<file path="src/rtl/keypad_defs.sv">
// Shared definitions for the keypad front end: FSM states, code width, defaults.
package keypad_defs;

    localparam int BCD_W               = 4;
    localparam int DEF_NUM_KEYS        = 10;
    localparam int DEF_DEBOUNCE_CYCLES = 4;

    typedef enum logic [2:0] {
        ST_IDLE,
        ST_DEBOUNCE,
        ST_PRESSED,
        ST_RELEASE,
        ST_LOCKOUT
    } kp_state_e;

endpackage

</file>
<file path="src/rtl/key_sync.sv">
// Two-flop synchroniser bank for raw asynchronous key lines.
module key_sync #(
    parameter int WIDTH = 1
) (
    input  logic             clock,
    input  logic             clear_n,
    input  logic [WIDTH-1:0] d,
    output logic [WIDTH-1:0] q
);

    logic [WIDTH-1:0] meta;

    // First flop may go metastable; second flop gives it a full cycle to settle.
    always_ff @(posedge clock or negedge clear_n) begin
        if (!clear_n) begin
            meta <= '0;
            q    <= '0;
        end else begin
            meta <= d;
            q    <= meta;
        end
    end

endmodule

</file>
<file path="src/rtl/keypad_encoder.sv">
// Debounces ten digit keys, rejects multi-key presses and emits one BCD strobe
// per clean press.
module keypad_encoder
    import keypad_defs::*;
#(
    parameter int NUM_KEYS        = DEF_NUM_KEYS,
    parameter int DEBOUNCE_CYCLES = DEF_DEBOUNCE_CYCLES,
    parameter int CNT_W           = 4
) (
    input  logic                clock,
    input  logic                clear_n,
    input  logic [NUM_KEYS-1:0] keys,
    output logic [BCD_W-1:0]    bcd,
    output logic                key_valid,
    output logic                key_held,
    output logic                multi_err
);

    localparam logic [CNT_W-1:0] CNT_LAST = CNT_W'(DEBOUNCE_CYCLES - 1);
    localparam logic [CNT_W-1:0] CNT_ONE  = CNT_W'(1);
    localparam logic [CNT_W-1:0] CNT_MAX  = '1;

    logic [NUM_KEYS-1:0] s;
    kp_state_e           state, state_d;
    logic [CNT_W-1:0]    count, count_d;
    logic [BCD_W-1:0]    cand, cand_d;
    logic [BCD_W-1:0]    bcd_d;
    logic                valid_d, err_d;

    logic                s_zero, s_one_hot, s_match;
    logic [BCD_W-1:0]    s_idx;

    key_sync #(.WIDTH(NUM_KEYS)) u_sync (
        .clock   (clock),
        .clear_n (clear_n),
        .d       (keys),
        .q       (s)
    );

    // A vector is one-hot when it is non-zero and clearing its lowest set bit
    // leaves nothing behind.
    assign s_zero    = (s == '0);
    assign s_one_hot = !s_zero && ((s & (s - NUM_KEYS'(1))) == '0);
    assign s_match   = (s == (NUM_KEYS'(1) << cand));

    // Index of the set bit; only meaningful when s is one-hot.
    always_comb begin
        s_idx = '0;
        for (int i = 0; i < NUM_KEYS; i++) begin
            if (s[i]) s_idx = BCD_W'(i);
        end
    end

    // State, counter, candidate and registered output strobes.
    always_ff @(posedge clock or negedge clear_n) begin
        if (!clear_n) begin
            state     <= ST_IDLE;
            count     <= '0;
            cand      <= '0;
            bcd       <= '0;
            key_valid <= 1'b0;
            multi_err <= 1'b0;
        end else begin
            state     <= state_d;
            count     <= count_d;
            cand      <= cand_d;
            bcd       <= bcd_d;
            key_valid <= valid_d;
            multi_err <= err_d;
        end
    end

    // Next-state logic; the counter is reused by DEBOUNCE, RELEASE and LOCKOUT
    // and saturates rather than wrapping.
    always_comb begin
        state_d = state;
        count_d = count;
        cand_d  = cand;
        bcd_d   = bcd;
        valid_d = 1'b0;
        err_d   = 1'b0;
        case (state)
            ST_IDLE: begin
                if (s_one_hot) begin
                    cand_d  = s_idx;
                    count_d = CNT_ONE;
                    state_d = ST_DEBOUNCE;
                end else if (!s_zero) begin
                    err_d   = 1'b1;
                    count_d = '0;
                    state_d = ST_LOCKOUT;
                end
            end
            ST_DEBOUNCE: begin
                if (s_match) begin
                    if (count == CNT_LAST) begin
                        bcd_d   = cand;
                        valid_d = 1'b1;
                        state_d = ST_PRESSED;
                    end else if (count != CNT_MAX) begin
                        count_d = count + CNT_ONE;
                    end
                end else if (s_zero) begin
                    state_d = ST_IDLE;
                end else begin
                    err_d   = 1'b1;
                    count_d = '0;
                    state_d = ST_LOCKOUT;
                end
            end
            ST_PRESSED: begin
                // Extra keys while held are ignored; only a full release matters.
                if (s_zero) begin
                    count_d = CNT_ONE;
                    state_d = ST_RELEASE;
                end
            end
            ST_RELEASE, ST_LOCKOUT: begin
                if (s_zero) begin
                    if (count == CNT_LAST) begin
                        state_d = ST_IDLE;
                    end else if (count != CNT_MAX) begin
                        count_d = count + CNT_ONE;
                    end
                end else begin
                    count_d = '0;
                end
            end
            default: state_d = ST_IDLE;
        endcase
    end

    assign key_held = (state == ST_PRESSED);

endmodule

</file>
<file path="config.mk">
export PLATFORM = sky130hd
export DESIGN_NAME = keypad_encoder
export DESIGN_NICKNAME = d
export VERILOG_FILES = /design/src/rtl/keypad_defs.sv /design/src/rtl/key_sync.sv /design/src/rtl/keypad_encoder.sv
export SDC_FILE = /design/constraint.sdc
export NUM_CORES = 1
export LEC_CHECK = 0
export CORE_AREA = 3 3 61 63
export CTS_CLUSTER_SIZE = 40
export DETAILED_ROUTE_END_ITERATION = 16
export DIE_AREA = 0 0 64 66
export GPL_TIMING_DRIVEN = 0
export PLACE_DENSITY = 0.82
export SYNTH_ARGS = -nofsm -noshare
export SYNTH_HDL_FRONTEND = slang
export SYNTH_SLANG_ARGS = --single-unit
</file>
<file path="constraint.sdc">
create_clock -name clock -period 5.9 [get_ports clock]
set_input_delay 0.885 -clock clock [delete_from_list [all_inputs] [get_ports clock]]
set_output_delay 0.885 -clock clock [all_outputs]
set_load 0.01 [all_outputs]
</file>
# Word-level counts from Yosys, hierarchy flattened
# Index checks and enable logic that the tools add are counted.
# op_classes
shift	1
n_mul	0
reduce_logical	11
bitwise	1
div_mod_pow	0
order_cmp	0
add_sub_neg	2
n_eq_ne	12
muxes	33
# op_table
op	n
$mux 4	14
$mux 3	8
$logic_not 10->1	2
$pmux 4 s4	1
$pmux 3 s4	1
$and 10x10->10	1
$eq 10x10->1	1
$shl 1x4->10 const A	1
$sub 10x1->10 const B	1
$mux 1	7
$eq 3x2->1 const B	2
$ne 3x3->1 const B	2
$reduce_and 5->1	1
$add 4x1->4 const B	1
$eq 4x2->1 const B	1
$ne 2x2->1 const B	2
$ne 4x4->1 const B	1
$reduce_and 2->1	2
$reduce_bool 4->1	1
$eq 3x1->1 const B	1
$eq 3x3->1 const B	1
$logic_not 3->1	1
$reduce_and 3->1	1
$mux 2	1
5 further kinds	5
# totals
out_inout_bits	7
wordCells	68
memories	0
in_bits	12
reg_bits	37
ram_bits	0
romBits	0
latchBits	0

# Longest topological paths before layout
# Gate-level depths: netlist of the first run.
# logic_depth
depth_word	9
mapped_depth	9
ltp_nobuf	7

# Cells and area by module
# A second synthesis of the first run with hierarchy kept.
# hier_totals
cells_unflattened	210
area_unflattened_um2	2033.2
# modules_own_cells
mod	cells_per_inst	area_each_um2	seq_area_each_um2	n_inst
keypad_encoder	190	1532.7	425.4	1
key_sync	20	500.5	500.5	1

# Least setup slack after synthesis of the first run
# OpenSTA, ideal clock, no wires.
# synth_timing
path_type	register to register
from	register u_sync.q[4]
to	register bcd[0]
setup_time_ns	0.125
n_path_buf	3
required_time_ns	5.775
t_arrival_ns	1.987
slack_ns	3.788
path_stages_with_launch	9
period_less_slack_ns	2.112
cell_sequence	dfrtp_1 > clkbuf_1 > or3_1 > a32oi_1 > and4_1 > buf_6 > and3_4 > buf_6 > mux2_4
# synth_between
elab_chain_cells	2
# synth_lines
item	line_no	source
start, declared	key_sync.sv:8	output logic [WIDTH-1:0] q
start signal, assigned	key_sync.sv:20	q <= meta;
$eq 10x10->1	keypad_encoder.sv:44	assign s_match = (s == (NUM_KEYS'(1) << cand));
$reduce_and 3->1 (no source line)	n/a	
end signal, assigned	keypad_encoder.sv:60	bcd <= '0;
end signal, assigned	keypad_encoder.sv:67	bcd <= bcd_d;
end, declared	keypad_encoder.sv:13	output logic [BCD_W-1:0] bcd,
# No other way between the ends.
# A chain may end at the register's enable or synchronous reset.

# Worst setup path in the final report of the first run
# layout_timing
from	register state[1]
to	output port key_held
# layout_between
elab_chain_cells	1
# layout_lines
item	line_no	source
start, declared	keypad_encoder.sv:24	kp_state_e state, state_d;
start signal, assigned	keypad_encoder.sv:64	state <= state_d;
$eq 3x2->1	keypad_encoder.sv:133	assign key_held = (state == ST_PRESSED);
end, declared	keypad_encoder.sv:15	output logic key_held,
# No other way between the ends.

==> summary.md, run 1 <==
| Metric | Value |
|---|---|
| Run status | `finished, final reports clean` |
| Final Max Slew Viols | `0` |
| Post-Layout Inst Area | `2270 sq um` |
| Antenna Violating Nets Remaining | `0` |
| Clock transition at path regs | `120 ps` |
| Crit-path slowest cell | `clkdlybuf4s50_1` |
| Post-synthesis cell count | `197` |
| Post-Route WL | `4150 microns` |
| Hold Path Origin | `u_sync.meta[8]` |
| Worst path cell trace | `clkbuf_1, nor3b_1, clkdlybuf4s50_1` |
| Simple-gate share of the synthesized area | `0.263` |
| Reg2Reg Depth | `9` |
| Buf+Inv Stages, Crit Path | `2` |
| XOR/XNOR Fraction of Synth Area | `0.00450` |
| CTS tree | `done` |
| Post-synthesis mux area share | `0.0463` |
| Core Rows | `21` |
| Setup violators final | `0` |
| Number of synthesized flops with an enable pin | `0` |
| Max cap viols | `0` |
| Die ar. | `4220 sq um` |
| Most frequent cell after synthesis | `dfrtp_1` |
| WS Path Type | `flop to output port` |
| GPL Wtd Cong | `0.893` |
| Final Util | `0.691` |
| End of the worst register-to-register path | `bcd[1]` |
| Min-Delay Path Class | `flop to flop` |
| Placed Cells | `261` |
| R2r setup slk | `3460 ps` |
| Worst path max stage delay | `560 ps` |
| Critical Path RT | `5020 ps` |
| Setup Skew | `11.5 ps` |
| Synth Flop Type | `dfrtp_1` |
| Area contributors post-synth | `dfrtp_1, nor2_1, o21ai_0` |
| Initial antenna violation count | `0` |
| Post-DR wirelength/cell | `15.4 microns` |
| Placed inst area | `2180 sq um` |
| Port-buffer cells | `18` |
| Final hold violation count | `0` |
| Pleak | `0.000939 uW` |
| Vias in the first global route | `1582` |
| Diodes inserted | `0` |
| Post-synthesis sequential area ratio | `0.476` |
| Crit path launch type | `flop` |
| TritonCTS Sinks | `37` |
| Yosys reg bits | `37` |
| Chip height | `66 microns` |
| Critical R2R Launch | `cand[2]` |
| Peak supply drop | `0.137 mV` |
| Setup crit end kind | `output port` |
| Largest net degree at the start of global routing | `38` |
| Worst Tran Pin Value | `779 ps` |
| Clk Latency, worst-skew pair | `350 ps` |
| Final worst path period share | `0.472` |
| Hold Path Stages | `0` |
| Hold WS | `346 ps` |
| Critical Path Fanout Max | `10` |
| Distinct cell type count after synthesis | `52` |
| Initial Util | `0.593` |
| PwrDens | `211 nW/um^2` |
| Adder-Cell Fraction of Synth Area | `0.0116` |
| # nets final | `235` |
| Syn Nets | `210` |
| Synthesis Warnings | `0` |
| Gr ovfl total | `0` |
| Die W | `64 microns` |
| Total track usage | `0.215` |
| Crit path time final | `2780 ps` |
| Layout area overhead | `16.5%` |
| Largest family of logic cells by synthesized area | `simple AND/OR/NAND/NOR gates` |
| CTS max path bufs | `2` |
| Synth top cells by count | `dfrtp_1, nor2_1, nand2_1, o21ai_0, a21oi_1` |
| Syn Area/Cell | `9.88 sq um` |
| Crit path DAT | `1900 ps` |
| First-pass GRT wire length | `6920 microns` |
| Setup bufs post-CTS | `0` |
| Final setup TNS | `0 ps` |
| Post-synthesis compound-gate area fraction | `0.147` |
| RSZ-0062 raised after global routing | `false` |
| Root Buffer | `clkbuf_4` |
| # DRC | `0` |
| Fraction of layout cells with a size suffix above 1 | `0.112` |
| Core Region | `3280 sq um` |
| Synth top area share | `0.476` |
| Num CTS Buffers | `5` |
| Post-route insts no fill | `269` |
| FFs w/ async S/R, synth | `1.00` |
| Iteration-0 DRC Markers | `155` |
| Pre-Repair DR Iteration Count | `4` |
| Largest delay contributor family on the critical path | `buffers and inverters` |
| Resized cells post-CTS | `0` |
| Area leader, netlist | `dfrtp_1` |
| Via count of the routed design | `1620` |
| Relative slew slack | `0.480` |
| I/O pin cnt | `19` |
| Mapped cell area | `1950 sq um` |
| Cts hold-fix bufs | `0` |
| Routed vias/inst | `6.02` |
| Hold EP | `u_sync.q[8]` |
| Fmax achieved | `359 MHz` |
| Dpl hpwl | `2870 microns` |
| Number of H-tree levels | `2` |
## worst register-to-register path, cell delays in order (launching register included)
cell,delay (ps)
dfrtp_1,380
buf_2,210
and4bb_1,220
a22oi_1,90
o32ai_1,440
and4_1,300
buf_6,130
and3_4,180
buf_6,120
mux2_4,290
## layout by cell type (no fill, tap or decap), drive strengths merged, types with 3 or more instances in the layout
cell	synthesis	layout
nand3b	4	4
dfrtp	37	37
nor3b	5	5
mux2	4	4
o21ai	12	12
a21oi	10	10
mux2i	3	3
and3	4	4
or3	3	3
clkdlybuf4s50	0	17
a22oi	4	4
nor3	10	10
nor2	20	20
buf	7	8
nand3	8	8
inv	6	6
clkbuf	6	12
nor2b	3	3
nand2	12	12
o211ai	3	3
## sequential cells by signal (all words and copies together), names as in the netlist, named ones only
register,cells
bcd,4
cand,4
count,3
key_valid,1
multi_err,1
state,3
u_sync.meta,10
u_sync.q,10
## layer usage
metal	vias to the layer above	GRT usage	part of all wire	wire, microns
li1	766	-	-	-
met3	12	0.0578	0.068	283
met4	0	0.119	0.022	93
met1	774	0.254	0.41	1700
met2	68	0.354	0.50	2070
met5	-	0	0	0
## stage by stage
stage | worst slack, ps | power (uW)
2_1_floorplan | 3790 | 280
3_3_place_gp | 3240 | 295
3_5_place_dp | 3520 | 296
4_1_cts | 3120 | 481
5_1_grt | 2950 | 498
6_report | 3120 | 479
## how the worst max path moves through the flow
stage | to | slack [ps] | cells after the start | from
3_3_place_gp | count[2] | 3240 | 1 | clear_n
6_report | key_held | 3120 | 3 | state[1]
2_1_floorplan | bcd[0] | 3790 | 8 | u_sync.q[4]
5_1_grt | key_held | 2950 | 3 | state[1]
3_5_place_dp | key_held | 3520 | 3 | state[1]
4_1_cts | key_held | 3120 | 3 | state[1]
## cells by family after synthesis
group / after synthesis
buffers and inverters: 19
adder cells (fa/ha/maj): 2
AO/OA/AOI/OAI: 44
AND/OR/NAND/NOR: 87
flip-flops: 37
multiplexers: 7
XOR/XNOR: 1
## power breakdown
group / switching, uW / total, uW / internal, uW
sequential: 5.93 / 266 / 261
combinational: 13.8 / 25.4 / 11.5
clock: 86.1 / 187 / 101
total: 106 / 479 / 373
## area by class of cell
cell class | count | area (sq um)
fill | 258 | 1020
sequential | 37 | 926
multi-input combinational | 141 | 920
timing repair buffer | 18 | 175
buffer | 13 | 78.8
tap | 46 | 57.6
clock buffer | 6 | 51.3
clock inverter | 2 | 37.5
inverter | 6 | 22.5
Power figures use the tool's default switching activity.
==> run 2: changes to the inputs <==
--- a/config.mk
+++ b/config.mk
@@ -5,12 +5,12 @@
 export SDC_FILE = /design/constraint.sdc
 export NUM_CORES = 1
 export LEC_CHECK = 0
-export CORE_AREA = 3 3 61 63
+export CORE_AREA = 3 3 63 65
 export CTS_CLUSTER_SIZE = 40
 export DETAILED_ROUTE_END_ITERATION = 16
-export DIE_AREA = 0 0 64 66
+export DIE_AREA = 0 0 66 68
 export GPL_TIMING_DRIVEN = 0
-export PLACE_DENSITY = 0.82
+export PLACE_DENSITY = 0.77
 export SYNTH_ARGS = -nofsm -noshare
 export SYNTH_HDL_FRONTEND = slang
 export SYNTH_SLANG_ARGS = --single-unit
==> constraint.sdc (replaced) <==
create_clock -name clock -period 2.9 [get_ports clock]
set_input_delay 0.435 -clock clock [delete_from_list [all_inputs] [get_ports clock]]
set_output_delay 0.435 -clock clock [all_outputs]
set_load 0.01 [all_outputs]
==> summary.md, run 2 (same netlist as run 1, synthesis figures left out) <==
| Metric | Value |
|---|---|
| Setup crit end kind | `flop` |
| Critical Path Fanout Max | `6` |
| Chip height | `68 microns` |
| Peak supply drop | `0.278 mV` |
| Pleak | `0.000927 uW` |
| Clk Latency, worst-skew pair | `350 ps` |
| # nets final | `235` |
| Total track usage | `0.202` |
| Root Buffer | `clkbuf_4` |
| Pre-Repair DR Iteration Count | `4` |
| Relative slew slack | `0.480` |
| Final worst path period share | `0.843` |
| CTS tree | `done` |
| Clock transition at path regs | `130 ps` |
| CTS max path bufs | `2` |
| First-pass GRT wire length | `6890 microns` |
| Clock share of power | `0.323` |
| Worst Tran Pin Value | `780 ps` |
| Largest net degree at the start of global routing | `38` |
| Via count of the routed design | `1646` |
| Crit path DAT | `2680 ps` |
| Fmax achieved | `409 MHz` |
| Seq pwr share | `0.619` |
| Core Region | `3390 sq um` |
| Final Max Slew Viols | `0` |
| Iteration-0 DRC Markers | `122` |
| Setup Skew | `17.0 ps` |
| Port-buffer cells | `18` |
| Placed Cells | `261` |
| RSZ-0062 raised after global routing | `false` |
| GPL Wtd Cong | `0.900` |
| Min-Delay Path Class | `input port to async pin` |
| Max cap viols | `0` |
| Core Rows | `21` |
| Run status | `finished, final reports clean` |
| Gr ovfl total | `0` |
| Critical Path RT | `3130 ps` |
| Initial antenna violation count | `0` |
| Combinational share of power | `0.058` |
| PwrDens | `390 nW/um^2` |
| Final setup TNS | `0 ps` |
| Setup bufs post-CTS | `0` |
| Top flop regs | `u_sync.meta x10, u_sync.q x10` |
| Post-route insts no fill | `269` |
| Post-DR wirelength/cell | `14.8 microns` |
| Antenna Violating Nets Remaining | `0` |
| Fraction of layout cells with a size suffix above 1 | `0.112` |
| Post-Layout Inst Area | `2240 sq um` |
| Vias in the first global route | `1583` |
| Cts hold-fix bufs | `0` |
| Post-place setup slack | `537 ps` |
| Most frequent cells in the layout | `dfrtp_1, nor2_1, clkdlybuf4s50_1` |
| Switching power | `223 uW` |
| # DRC | `0` |
| Number of H-tree levels | `2` |
| Most common cell after layout, fill and taps aside | `dfrtp_1` |
| Post-Route WL | `3970 microns` |
| I/O pin cnt | `19` |
| Switching Fraction | `0.255` |
| Resized cells post-CTS | `0` |
| Num CTS Buffers | `5` |
| Routed vias/inst | `6.12` |
| Final hold violation count | `0` |
| Crit path time final | `2440 ps` |
| WS Path Type | `flop to flop` |
| Pint | `652 uW` |
| Diodes inserted | `0` |
| Crit path launch type | `flop` |
| Setup violators final | `0` |
| Die W | `66 microns` |
| Final worst slack | `455 ps` |
| Initial Util | `0.574` |
| Dpl hpwl | `2970 microns` |
| Placed inst area | `2180 sq um` |
| Die ar. | `4490 sq um` |
| TritonCTS Sinks | `37` |
| Layout area overhead | `15.2%` |
## run 2: final cells by class
class                           instances  area (sq um)
Sequential cell                        37           926
Buffer                                 13          78.8
Tap cell                               46          57.6
Clock buffer                            5          37.5
Clock inverter                          3          25.0
Timing Repair Buffer                   18           175
Inverter                                6          22.5
Fill cell                             263          1150
Multi-Input combinational cell        141           920
## run 2: power groups by stage
| stage | registers [uW] | logic (uW) | clock network (uW) |
|---|---|---|---|
| final | 542 | 50.8 | 282 |
| after global routing | 544 | 57.5 | 311 |
| after CTS | 542 | 51.9 | 295 |
| after detailed placement | 552 | 51.7 | 0 |
| after global placement | 551 | 49.7 | 0 |
| after floorplan | 548 | 22.4 | 0 |
## run 2: final timing paths
kind	from	endpoint	slack, ps	cells past startpoint
max	cand[0]	bcd[1]	460	8
min	clear_n	bcd[0]	140	1
max reg2reg	cand[0]	bcd[1]	460	8
min reg2reg	u_sync.meta[5]	u_sync.q[5]	350	0
max in group asynchronous	clear_n	async pin	2260	1
min in group clock	u_sync.meta[5]	u_sync.q[5]	350	0
## run 2: layer usage
| layer | vias up | track usage | wire [microns] |
|---|---|---|---|
| li1 | 768 | - | - |
| met1 | 798 | 0.228 | 1560 |
| met2 | 63 | 0.354 | 2020 |
| met3 | 17 | 0.0476 | 269 |
| met4 | 0 | 0.112 | 120 |
| met5 | - | 0 | 0 |
## run 2: per-stage QoR
stage | total power [uW] | hold WS (ps) | utilization
final | 875 | 139 | 0.661
after global routing | 913 | 211 | 0.661
after CTS | 888 | 166 | 0.661
after detailed placement | 603 | 336 | 0.643
after global placement | 600 | 332 | 0.645
after floorplan | 571 | 139 | -
## run 2: worst max-delay path, stage by stage (launching register included)
cell and delay, ps:
dfrtp_1 440, nor3b_1 400, nand4_1 190, a32oi_1 330, and4_1 260, buf_6 120, and3_4 180, buf_6 120
mux2_4 290
